===== src/rtl/rgb_pwm_pkg.sv =====
// Shared mode encoding for the RGB LED PWM controller and its channels.
package rgb_pwm_pkg;

    typedef enum logic [1:0] {
        MODE_OFF     = 2'd0,
        MODE_SOLID   = 2'd1,
        MODE_BLINK   = 2'd2,
        MODE_BREATHE = 2'd3
    } mode_t;

endpackage


===== src/rtl/rgb_pwm_chan.sv =====
// One PWM channel: config regs, blink/breathe sequencing, frame-aligned duty and comparator.
// RGB_PWM_GAMMA_EN squares the breathe level for a perceptually linear fade.
module rgb_pwm_chan
    import rgb_pwm_pkg::*;
#(
    parameter int PWM_W    = 8,
    parameter int PERIOD_W = 8
) (
    input  logic                hw_clk,
    input  logic                rst,
    input  logic [PWM_W-1:0]    cnt,
    input  logic                frame_end,
    input  logic                tick,
    input  logic                wr_en,
    input  logic [1:0]          wr_mode,
    input  logic [PWM_W-1:0]    wr_duty,
    input  logic [PERIOD_W-1:0] wr_period,
    output logic                pwm
);

    mode_t                mode;
    logic [PWM_W-1:0]     duty;
    logic [PERIOD_W-1:0]  period;
    logic                 phase_on;
    logic [PERIOD_W-1:0]  phase_cnt;
    logic [PWM_W-1:0]     level;
    logic                 dir_up;
    logic [PWM_W-1:0]     eff;

    logic [PERIOD_W-1:0]  half_len;
    logic                 phase_done;
    logic [PWM_W-1:0]     level_nxt;
    logic                 dir_nxt;
    logic [PWM_W-1:0]     breathe_tgt;
    logic [PWM_W-1:0]     tgt;

    assign half_len   = (period == '0) ? PERIOD_W'(1) : period;
    assign phase_done = (phase_cnt >= half_len - PERIOD_W'(1));

`ifdef RGB_PWM_GAMMA_EN
    assign breathe_tgt = PWM_W'(({{PWM_W{1'b0}}, level} * {{PWM_W{1'b0}}, level}) >> PWM_W);
`else
    assign breathe_tgt = level;
`endif

    // NOTE: every variable gets a default before the branches, otherwise an
    // unassigned path through always_comb infers a latch.
    always_comb begin
        level_nxt = level;
        dir_nxt   = dir_up;
        if (duty == '0) begin
            level_nxt = '0;
            dir_nxt   = 1'b1;
        end else if (level > duty) begin
            level_nxt = duty;
            dir_nxt   = 1'b0;
        end else if (dir_up) begin
            if (level == duty) begin
                level_nxt = level - 1'b1;
                dir_nxt   = 1'b0;
            end else begin
                level_nxt = level + 1'b1;
            end
        end else begin
            if (level == '0) begin
                level_nxt = level + 1'b1;
                dir_nxt   = 1'b1;
            end else begin
                level_nxt = level - 1'b1;
            end
        end
    end

    always_comb begin
        tgt = '0;
        unique case (mode)
            MODE_OFF:     tgt = '0;
            MODE_SOLID:   tgt = duty;
            MODE_BLINK:   tgt = phase_on ? duty : '0;
            MODE_BREATHE: tgt = breathe_tgt;
            default:      tgt = '0;
        endcase
    end

    // NOTE: these are a handful of control flops, not a memory array, so all of
    // them are reset; a channel the host never writes must still be dark.
    always_ff @(posedge hw_clk) begin
        if (rst) begin
            mode      <= MODE_OFF;
            duty      <= '0;
            period    <= PERIOD_W'(1);
            phase_on  <= 1'b1;
            phase_cnt <= '0;
            level     <= '0;
            dir_up    <= 1'b1;
        end else if (wr_en) begin
            // A write restarts the sequence and shadows any tick in this cycle.
            mode      <= mode_t'(wr_mode);
            duty      <= wr_duty;
            period    <= wr_period;
            phase_on  <= 1'b1;
            phase_cnt <= '0;
            level     <= '0;
            dir_up    <= 1'b1;
        end else if (tick) begin
            if (mode == MODE_BLINK) begin
                if (phase_done) begin
                    phase_on  <= ~phase_on;
                    phase_cnt <= '0;
                end else begin
                    phase_cnt <= phase_cnt + 1'b1;
                end
            end
            if (mode == MODE_BREATHE) begin
                level  <= level_nxt;
                dir_up <= dir_nxt;
            end
        end
    end

    // eff only follows tgt at the frame boundary so a frame is never cut short.
    always_ff @(posedge hw_clk) begin
        if (rst) begin
            eff <= '0;
            pwm <= 1'b0;
        end else begin
            if (frame_end) begin
                eff <= tgt;
            end
            pwm <= (cnt < eff);
        end
    end

endmodule


===== src/rtl/rgb_pwm_ctrl.sv =====
// Multi-channel LED PWM controller top: frame counter, tick prescaler, config decode, strobes.
// Optional gamma shaping of the breathe fade is enabled with RGB_PWM_GAMMA_EN.
module rgb_pwm_ctrl
    import rgb_pwm_pkg::*;
#(
    parameter  int NUM_CH    = 3,
    parameter  int PWM_W     = 8,
    parameter  int PRESC_DIV = 183,
    parameter  int PERIOD_W  = 8,
    localparam int CH_W      = (NUM_CH > 1) ? $clog2(NUM_CH) : 1
) (
    input  logic                hw_clk,
    input  logic                rst,
    input  logic                cfg_valid,
    output logic                cfg_ready,
    input  logic [CH_W-1:0]     cfg_ch,
    input  logic [1:0]          cfg_mode,
    input  logic [PWM_W-1:0]    cfg_duty,
    input  logic [PERIOD_W-1:0] cfg_period,
    output logic [NUM_CH-1:0]   pwm_out,
    output logic                frame_strobe,
    output logic                tick_strobe
);

    localparam int PRESC_W = (PRESC_DIV > 1) ? $clog2(PRESC_DIV) : 1;

    logic [PWM_W-1:0]   cnt;
    logic [PRESC_W-1:0] presc;
    logic               frame_end;
    logic               presc_wrap;
    logic               cfg_accept;

    assign frame_end  = (cnt == '1);
    assign presc_wrap = (presc == PRESC_W'(PRESC_DIV - 1));
    assign cfg_accept = cfg_valid && cfg_ready;

    // NOTE: state is updated with non-blocking assignments so every flop samples
    // the pre-edge values regardless of statement order.
    always_ff @(posedge hw_clk) begin
        if (rst) begin
            cnt          <= '0;
            presc        <= '0;
            frame_strobe <= 1'b0;
            tick_strobe  <= 1'b0;
            cfg_ready    <= 1'b0;
        end else begin
            cnt          <= cnt + 1'b1;
            frame_strobe <= frame_end;
            tick_strobe  <= frame_end && presc_wrap;
            cfg_ready    <= 1'b1;
            if (frame_end) begin
                presc <= presc_wrap ? '0 : presc + 1'b1;
            end
        end
    end

    // Channel numbers at or above NUM_CH match no instance, so those writes vanish.
    for (genvar c = 0; c < NUM_CH; c++) begin : g_ch
        logic wr_en;
        assign wr_en = cfg_accept && (cfg_ch == CH_W'(c));

        rgb_pwm_chan #(
            .PWM_W    (PWM_W),
            .PERIOD_W (PERIOD_W)
        ) u_chan (
            .hw_clk    (hw_clk),
            .rst       (rst),
            .cnt       (cnt),
            .frame_end (frame_end),
            .tick      (tick_strobe),
            .wr_en     (wr_en),
            .wr_mode   (cfg_mode),
            .wr_duty   (cfg_duty),
            .wr_period (cfg_period),
            .pwm       (pwm_out[c])
        );
    end

endmodule

===== config.mk =====
export PLATFORM = sky130hd
export DESIGN_NAME = rgb_pwm_ctrl
export DESIGN_NICKNAME = d
export VERILOG_FILES = /design/src/rtl/rgb_pwm_pkg.sv /design/src/rtl/rgb_pwm_chan.sv /design/src/rtl/rgb_pwm_ctrl.sv
export SDC_FILE = /design/constraint.sdc
export NUM_CORES = 1
export LEC_CHECK = 0
export ABC_AREA = 1
export BUFFER_PORTS_ARGS = -buffer_cell sky130_fd_sc_hd__buf_2
export CAP_MARGIN = 20
export CELL_PAD_IN_SITES_DETAIL_PLACEMENT = 0
export CELL_PAD_IN_SITES_GLOBAL_PLACEMENT = 1
export CORE_MARGIN = 8
export CORE_UTILIZATION = 41
export DETAILED_ROUTE_END_ITERATION = 6
export PLACE_DENSITY_LB_ADDON = 0.1
export SLEW_MARGIN = 20
export SYNTH_ARGS = -nofsm -noshare
export SYNTH_HDL_FRONTEND = slang
export SYNTH_SLANG_ARGS = --single-unit

===== constraint.sdc =====
create_clock -name hw_clk -period 2.3 [get_ports hw_clk]
set_input_delay 0.345 -clock hw_clk [delete_from_list [all_inputs] [get_ports hw_clk]]
set_output_delay 0.345 -clock hw_clk [all_outputs]
set_load 0.05 [all_outputs]

==> impl_metrics.ini, run 1 <==
[sta]
fin_crit_ns = 2.33
hold-worst-slack_ns = 0.227
hold_violations = 0
worst_slew_pin_slew_ns = 0.875
finalSetupViolations = 9
setup_slack_ns = -0.0317
slew_headroom_pct = 41.6
min_period_over_period_pct = 101
max_freq_mhz = 429
rsz0062_at_grt = yes
clock_skew_ns = 0.0139
drv_slew = 0

[logic_synthesis]
synth.distinct_cells = 41
synthesis.nets = 1559
synth_top_family_by_area = simple AND/OR/NAND/NOR gates
yosys_warnings = 0
ys.flop_type = dfxtp_1
synth_area_per_cell_sq_um = 6.75
synth_xor_area_share_pct = 3.94
synth_async_sr_flop_share_pct = 0
yosys_register_bits = 154
ys_seq_area_share_pct = 31.5
synth_cells = 1449
synthAdderAreaFrac_pct = 11.1
synth_area_sq_um = 9790
yosys-mux-area-fraction_pct = 0
synth-edff-count = 0
synth_simple_gate_area_share_pct = 29.9
synth_compound_area_share_pct = 14.4

[drt]
vias = 9187
routed_wl_um = 26000
first_iter_violations = 441
highest-signal-layer = met4
wl_met3_um = 713
wl_met2_um = 12200
viasPerCell = 4.90
wl_per_cell_um = 13.9
dr.pass1.iters = 5
drc = 0
wl_met1_um = 12700
drtAntennaViolNets = 0

[floorplan]
io_pins = 29
rows = 56
dieWidth_um = 171
fp.dieH_um = 171
core_sq_um = 23500
die-area_sq_um = 29100
start_util_pct = 41.7

[finish]
diodes = 0
nFillCells = 2439
synthToLayoutAreaGrowth_pct = 19.2
final_nets = 1655
layout_commonest_cell = nand2_1
fin_area_sq_um = 11700
layout_common_cells = nand2_1 (348), inv_1 (159), dfxtp_1 (145), a21oi_1 (126), nor2_1 (100)
stdcell_count = 1876
drive_gt1_share_pct = 17.7

[power_and_ir_drop]
p_int_mw = 4.55
pwr-share-comb_pct = 14.8
peakVddDrop_mv = 0.404
p_leak_nw = 5.07
power_density_nw_per_um2 = 544
p_sw_mw = 1.79
seq_power_share_pct = 43.3
swShare_pct = 28.2
power_frac_clock_pct = 42.0

[setup_path]
end_kind = flip-flop
rr_endpoint = g_ch[2].u_chan.phase_on
reg2reg_depth = 17
startpoint_type = flip-flop
r2r-start = g_ch[2].u_chan.period[6]
arrival_ns = 2.64
worst-setup-path-type = reg -> reg
r2r_setup_slack_ns = -0.03
crit_required_ns = 2.61
crit_fanout = 2

[placed_design]
hpwl_um = 20100
postPlaceCellArea_sq_um = 10800
dp_cells = 1839
gp_congestion = 0.859
port_buffers = 28

[cts]
clk_latency_ns = 0.42
cts.sink_count = 154
cts_buffers = 17
clock_path_buffers = 2
cts-hold-fix-buffers = 0
clock_tree.root_cell = clkbuf_16
path_clk_slew_ns = 0.07
cts_tree = built
htreeDepth = 4

[outcome]
violations = negative setup slack
status = complete, but fails checks

[min_path]
hold_path_end = g_ch[2].u_chan.period[2]
hold_path_class = in -> reg
worstHoldPathCells = 3
min_from = cfg_period[2]

[global_routing]
antenna_found_initial = 0
track_usage_pct = 18.6
grt_pass1_wl_um = 43600
grt_overflow = 0
grt_pass1_vias = 8900
grt_max_degree = 62

[run]
cap_violations = 0
-- power by group through the flow --
stage / clock network [mW] / registers, mW / logic, mW
floorplan: 0 / 2.80 / 0.568
global route: 2.83 / 2.75 / 1.06
global placement: 0 / 2.80 / 0.869
finish: 2.66 / 2.74 / 0.936
detailed placement: 0 / 2.80 / 0.871
CTS: 2.75 / 2.74 / 0.906
-- state kept, by name, summed over array words and instances, names as in the netlist --
signal / flops
frame_strobe: 1
g_ch.u_chan.phase_on: 3
g_ch.u_chan.period: 24
g_ch.u_chan.eff: 24
g_ch.u_chan.dir_up: 3
g_ch.u_chan.duty: 24
g_ch.u_chan.breathe_tgt: 24
tick_strobe: 1
g_ch.u_chan.mode: 6
cnt: 8
g_ch.u_chan.pwm: 3
presc: 8
cfg_ready: 1
g_ch.u_chan.phase_cnt: 24
-- cell usage after synthesis (5+ instances only) --
master    number  area, sq um
nand2_1      369         1390
inv_1        170          638
dfxtp_1      154         3080
a21oi_1      131          656
nor2_1       115          432
nand3_1      106          531
o21ai_0       88          440
ha_1          87         1090
xor2_1        34          298
o22ai_1       21          131
clkbuf_1      19         71.3
nand4_1       16          100
inv_2         15         56.3
o21ai_1       12         60.1
nor3_1        11         55.1
nand2_2       10         62.6
nand3b_1      10         75.1
xnor2_1       10         87.6
clkinv_1       9         33.8
nor2_2         8         50.1
buf_2          7         35.0
buf_4          6         45.0
nor4_1         5         31.3
o21a_1         5         37.5
-- area by class of cell --
class	instances	area (sq um)	area share, %
sequential	154	3090	26.5
inverter	194	728	6.24
multi-input combinational	1066	6100	52.3
clock buffer	18	429	3.68
tap	319	399	3.42
timing repair buffer	112	791	6.78
clock inverter	13	120	1.03
-- what timing repair did --
| item | in CTS | in global routing |
|---|---|---|
| setup endpoints to repair | 27 | 27 |
| gates resized for setup | 40 | 52 |
| buffers inserted | 6 | 2 |
| pin swaps | 42 | 57 |
-- logic make-up after synthesis --
group,count (synthesis)
AOI/OAI and AO/OA,266
xor gates and xnor gates,44
adders and majority gates,87
buffers and inverters,229
DFF,154
and+or+nand+nor,669
-- worst max-delay path by stage --
stage                                  endpoint  slack [ns]                      from  depth (start not counted)
global route            g_ch[2].u_chan.phase_on       -0.26  g_ch[2].u_chan.period[6]                         17
detailed placement  g_ch[2].u_chan.phase_cnt[5]       -0.21  g_ch[2].u_chan.period[6]                         17
floorplan           g_ch[1].u_chan.phase_cnt[6]      0.0003  g_ch[1].u_chan.period[3]                         17
global placement    g_ch[0].u_chan.phase_cnt[5]       -0.11  g_ch[0].u_chan.period[5]                         18
finish                  g_ch[2].u_chan.phase_on       -0.03  g_ch[2].u_chan.period[6]                         17
CTS                     g_ch[2].u_chan.phase_on       -0.15  g_ch[2].u_chan.period[5]                         17
-- metal layers --
metal | track usage, % | up-vias
met1 | 23.8 | 4150
li1 | - | 4914
met3 | 2.88 | 22
met4 | 5.45 | 0
met5 | 0 | -
met2 | 31.7 | 101
-- critical path, stage by stage (launching register included) --
cell and delay (ns):
dfxtp_2 0.34, inv_2 0.04, nand2_2 0.07, nor3_2 0.05, a31oi_2 0.19, ha_2 0.22
nand2_2 0.07, buf_4 0.13, xnor2_1 0.13, inv_1 0.06, ha_1 0.29, nand2_2 0.06
nor2_4 0.10, nand4_1 0.10, nand3_2 0.11, nand2_2 0.08, xor2_1 0.13, nand2_1 0.05
-- per-stage QoR --
step	TNS (ns)	power (mW)	worst slack (ns)	util [%]
final	-0.115	6.34	-0.0317	49.7
after global routing	-3.45	6.64	-0.259	49.7
after CTS	-1.18	6.40	-0.155	48.8
after detailed placement	-4.16	3.67	-0.209	45.9
after global placement	-1.87	3.67	-0.111	45.9
after floorplan	0	3.37	0.000299	-
Power figures use the tool's default switching activity.
==> inputs of run 2 (changes only) <==
--- a/config.mk
+++ b/config.mk
@@ -7,13 +7,13 @@
 export LEC_CHECK = 0
 export ABC_AREA = 1
 export BUFFER_PORTS_ARGS = -buffer_cell sky130_fd_sc_hd__buf_2
-export CAP_MARGIN = 20
 export CELL_PAD_IN_SITES_DETAIL_PLACEMENT = 0
 export CELL_PAD_IN_SITES_GLOBAL_PLACEMENT = 1
 export CORE_MARGIN = 8
 export CORE_UTILIZATION = 41
 export DETAILED_ROUTE_END_ITERATION = 6
 export PLACE_DENSITY_LB_ADDON = 0.1
+export RECOVER_POWER = 25
 export SLEW_MARGIN = 20
 export SYNTH_ARGS = -nofsm -noshare
 export SYNTH_HDL_FRONTEND = slang
==> run 2 against run 1 <==
The run ends with max-capacitance violations, max-slew violations, negative setup slack left; core utilization shrank 0.11 points; via count increased by 0.36%; first-iteration DRC count rose by 2.3%.
==> impl_metrics.ini, run 2 (synthesized netlist as in run 1, its figures left out) <==
[min_path]
worstHoldPathCells = 3
hold_path_class = in -> reg
min_from = cfg_mode[1]
hold_path_end = g_ch[0].u_chan.mode[1]

[power_and_ir_drop]
peakVddDrop_mv = 0.404
power_mw = 6.34
p_leak_nw = 5.04
power_density_nw_per_um2 = 545

[setup_path]
rr_endpoint = g_ch[2].u_chan.phase_on
crit_fanout = 2
reg2reg_depth = 17
r2r-start = g_ch[2].u_chan.period[6]
r2r_setup_slack_ns = -0.03
worst-setup-path-type = reg -> reg
startpoint_type = flip-flop
end_kind = flip-flop
arrival_ns = 2.64
crit_required_ns = 2.61

[placed_design]
gp_congestion = 0.859
place_ws_ns = -0.209
hpwl_um = 20100
port_buffers = 28

[finish]
nFillCells = 2446
final_nets = 1655
diodes = 0
drive_gt1_share_pct = 17.3
layout_commonest_cell = nand2_1
layout_common_cells = nand2_1 (348), inv_1 (159), dfxtp_1 (145), a21oi_1 (126), nor2_1 (100)
synthToLayoutAreaGrowth_pct = 18.9

[sta]
clock_skew_ns = 0.0137
slew_headroom_pct = -13.7
hold_violations = 0
max_freq_mhz = 429
hold-worst-slack_ns = 0.224
fin_crit_ns = 2.33
worst_slew_pin_slew_ns = 1.71
min_period_over_period_pct = 101
drv_slew = 37
setup_slack_ns = -0.0314
finalSetupViolations = 9
rsz0062_at_grt = yes

[outcome]
status = complete, but fails checks
violations = max-capacitance violations, max-slew violations, negative setup slack

[floorplan]
rows = 56
die-area_sq_um = 29100
core_sq_um = 23500
start_util_pct = 41.7
dieWidth_um = 171
io_pins = 29
fp.dieH_um = 171

[cts]
cts-hold-fix-buffers = 0
path_clk_slew_ns = 0.07
cts.sink_count = 154
clk_latency_ns = 0.43
clock_tree.root_cell = clkbuf_16
cts_tree = built
htreeDepth = 4
cts_buffers = 17
clock_path_buffers = 2

[global_routing]
grt_overflow = 0
track_usage_pct = 18.6
antenna_found_initial = 0
grt_max_degree = 62
grt_pass1_wl_um = 43600
grt_pass1_vias = 8900

[drt]
first_iter_violations = 451
dr.pass1.iters = 5
routed_wl_um = 26000
drtAntennaViolNets = 0
viasPerCell = 4.91
wl_per_cell_um = 13.9
vias = 9220
drc = 0

[run]
cap_violations = 1
==> run 2: cell types whose count changed in the layout (fill, tap and decap cells not counted) <==
cell,previous run,this run
clkbuf_2,0,1
clkbuf_1,1,8
buf_2,28,22
buf_4,81,80
buf_12,1,0
==> run 2: stage by stage <==
step	std cells	TNS (ns)	area (sq um)	utilization, %
floorplan	1449	0	9800	-
global placement	1839	-1.87	10800	45.9
detailed placement	1839	-4.16	10800	45.9
CTS	1874	-1.18	11500	48.8
global route	1876	-3.87	11600	49.6
finish	1876	-0.116	11600	49.6
==> run 2: where the power goes <==
part	internal [mW]	total, mW	leakage [nW]	switching, mW
clock network	1.49	2.66	0.263	1.17
logic	0.343	0.932	3.53	0.589
registers	2.71	2.74	1.25	0.0308
total	4.55	6.34	5.04	1.79
==> run 2: area by class of cell <==
cell class                      count  area, sq um  area share [%]
Tap cell                          319          399            3.43
Clock inverter                     13          120            1.03
Sequential cell                   154         3090            26.6
Clock buffer                       18          429            3.69
Multi-Input combinational cell   1066         6100            52.4
Timing Repair Buffer              112          764            6.57
Inverter                          194          728            6.26
==> run 2: what timing repair did <==
action | in CTS | in global routing
pin swaps | 42 | 57
endpoints found under the setup margin | 27 | 27
cloned | 0 | 0
hold endpoints to repair | 0 | 0
gates resized for setup | 40 | 52
setup buffers | 6 | 2
==> run 2: how the worst max path moves through the flow <==
stage,startpoint,to,slack (ns),depth (start not counted)
3_5_place_dp,g_ch[2].u_chan.period[6],g_ch[2].u_chan.phase_cnt[5],-0.21,17
4_1_cts,g_ch[2].u_chan.period[5],g_ch[2].u_chan.phase_on,-0.15,17
5_1_grt,g_ch[2].u_chan.period[6],g_ch[2].u_chan.phase_on,-0.26,17
6_report,g_ch[2].u_chan.period[6],g_ch[2].u_chan.phase_on,-0.03,17
2_1_floorplan,g_ch[1].u_chan.period[3],g_ch[1].u_chan.phase_cnt[6],0.0003,17
3_3_place_gp,g_ch[0].u_chan.period[5],g_ch[0].u_chan.phase_cnt[5],-0.11,18
==> run 2: worst max-delay path, cell delays in order (launching register included) <==
cell and delay (ns):
dfxtp_2 0.34, inv_2 0.04, nand2_2 0.07, nor3_2 0.05, a31oi_2 0.19, ha_2 0.22
nand2_2 0.07, buf_4 0.13, xnor2_1 0.13, inv_1 0.06, ha_1 0.29, nand2_2 0.06
nor2_4 0.10, nand4_1 0.10, nand3_2 0.11, nand2_2 0.08, xor2_1 0.13, nand2_1 0.05
==> run 2: per-layer routing <==
metal  track usage, %  part of all wire (%)
met5                0                     0
met4             5.45                   1.5
met3             2.88                   2.9
met2             31.7                    47
met1             23.8                    48
==> inputs of run 3 (changes only) <==
--- a/config.mk
+++ b/config.mk
@@ -14,6 +14,7 @@
 export DETAILED_ROUTE_END_ITERATION = 6
 export PLACE_DENSITY_LB_ADDON = 0.1
 export RECOVER_POWER = 25
+export REMOVE_ABC_BUFFERS = 1
 export SLEW_MARGIN = 20
 export SYNTH_ARGS = -nofsm -noshare
 export SYNTH_HDL_FRONTEND = slang
==> run 3 against run 2 <==
The flow finishes with violations (negative setup slack); global-route usage is essentially flat; final area up 0.13%; critical path type unchanged; maximum frequency up 1.3%; sequential share of layout area about the same; first-iteration DRC count rose by 5.5%; core utilization up 0.064 points; worst hold slack got worse by 0.033 ns; critical path depth did not move; clock skew fell by 0.0048 ns.
==> impl_metrics.ini, run 3 (synthesized netlist as in run 1, its figures left out) <==
[global_routing]
track_usage_pct = 18.6
antenna_found_initial = 0
grt_pass1_wl_um = 44000
grt_overflow = 0
grt_max_degree = 62
grt_pass1_vias = 8922

[finish]
multi_input_area_sq_um = 6130
layout_commonest_cell = nand2_1
seq_area_sq_um = 3100
final_nets = 1647
synthToLayoutAreaGrowth_pct = 19.0
layout_common_cells = nand2_1 (350), inv_1 (161), dfxtp_1 (144), a21oi_1 (124), nand3_1 (101)
final_util_pct = 49.6
drive_gt1_share_pct = 17.1
fin_area_sq_um = 11700
nFillCells = 2423
diodes = 0

[sta]
rsz0062_at_grt = yes
worst_slew_pin_slew_ns = 1.10
setup_slack_ns = -0.00114
slew_headroom_pct = 26.8
fin_crit_ns = 2.30
max_freq_mhz = 435
hold_violations = 0
drv_slew = 0
hold-worst-slack_ns = 0.191
finalSetupViolations = 1
min_period_over_period_pct = 100
clock_skew_ns = 0.00885

[cts]
path_clk_slew_ns = 0.07
cts_tree = built
cts_buffers = 17
clock_path_buffers = 2
clk_latency_ns = 0.42
cts-hold-fix-buffers = 0
htreeDepth = 4
clock_tree.root_cell = clkbuf_16
cts.sink_count = 154

[power_and_ir_drop]
pwr-share-comb_pct = 14.0
swShare_pct = 27.3
p_sw_mw = 1.78
power_frac_clock_pct = 43.8
p_int_mw = 4.73
peakVddDrop_mv = 0.399
power_density_nw_per_um2 = 559
seq_power_share_pct = 42.2
p_leak_nw = 5.05

[run]
cap_violations = 0

[floorplan]
start_util_pct = 41.7
rows = 56
fp.dieH_um = 171
io_pins = 29
dieWidth_um = 171
core_sq_um = 23500
die-area_sq_um = 29100

[drt]
dr.pass1.iters = 5
wl_per_cell_um = 13.8
drc = 0
first_iter_violations = 476
drtAntennaViolNets = 0
routed_wl_um = 25900
vias = 9159
viasPerCell = 4.90

[setup_path]
worst-setup-path-type = reg -> reg
startpoint_type = flip-flop
arrival_ns = 2.60
crit_fanout = 2
end_kind = flip-flop
crit_required_ns = 2.59

[outcome]
violations = negative setup slack
status = complete, but fails checks

[placed_design]
postPlaceCellArea_sq_um = 10700
port_buffers = 28
hpwl_um = 19800
gp_congestion = 0.842

[min_path]
hold_path_class = in -> reg
-- run 3: changes by cell type in the layout (fill, tap and decap cells not counted), sizes merged --
cell / delta
buf: -6
clkbuf: +2
bufinv: +1
clkinvlp: +2
inv: -2
clkinv: -5
-- run 3: area by class of cell --
cell class	count	share of cell area [%]
multi-input combinational	1066	52.6
sequential	154	26.6
inverter	194	6.25
timing repair buffer	104	6.08
clock buffer	22	4.07
tap	319	3.43
clock inverter	9	0.988
-- run 3: path summary, 6_finish.rpt --
path	start	to	slack [ns]	cells after the start
setup / recovery	g_ch[2].u_chan.period[6]	g_ch[2].u_chan.phase_on	-0.001	17
hold / removal	cfg_period[0]	g_ch[1].u_chan.period[0]	0.19	3
setup reg to reg	g_ch[2].u_chan.period[6]	g_ch[2].u_chan.phase_on	-0.001	17
hold reg to reg	g_ch[0].u_chan.phase_on	g_ch[0].u_chan.phase_on	0.46	2
-- run 3: what timing repair did --
action	4_1_cts	5_1_grt
pin swaps	35	45
buffers inserted	1	0
cloned	0	0
endpoints found under the setup margin	27	27
gates resized for setup	47	55
-- run 3: per-layer routing --
metal  vias up  track usage (%)  share of wire, %
li1       4895                -                 -
met1      4117             24.8                50
met2       125             30.9                46
met3        22             2.83               3.0
met4         0             4.42               1.0
met5         -                0                 0
-- run 3: critical path, cell delays in order (launching register included) --
cell and delay [ns]:
dfxtp_2 0.33, inv_2 0.04, nand2_2 0.07, nor3_2 0.04, a31oi_2 0.15, ha_2 0.21
nand2_2 0.06, nor3_2 0.12, xor2_1 0.16, inv_1 0.08, ha_4 0.28, nand2_4 0.05
nor2_4 0.10, nand4_1 0.10, nand3_2 0.10, nand2_2 0.08, xor2_1 0.14, nand2_1 0.06
-- run 3: power by group through the flow --
stage	combinational [mW]	sequential, mW	clock, mW
2_1_floorplan	0.522	2.82	0
3_3_place_gp	0.850	2.80	0
3_5_place_dp	0.851	2.80	0
4_1_cts	0.886	2.74	2.92
5_1_grt	1.03	2.75	3.05
6_report	0.911	2.74	2.85
-- run 3: per-stage QoR --
step | power [mW] | setup TNS (ns) | setup WS, ns | std cells
detailed placement | 3.65 | -3.78 | -0.225 | 1838
CTS | 6.55 | -0.677 | -0.125 | 1868
finish | 6.51 | -0.00114 | -0.00114 | 1868
global placement | 3.65 | -1.73 | -0.124 | 1838
global route | 6.83 | -3.06 | -0.215 | 1868
floorplan | 3.34 | -0.285 | -0.0502 | 1414
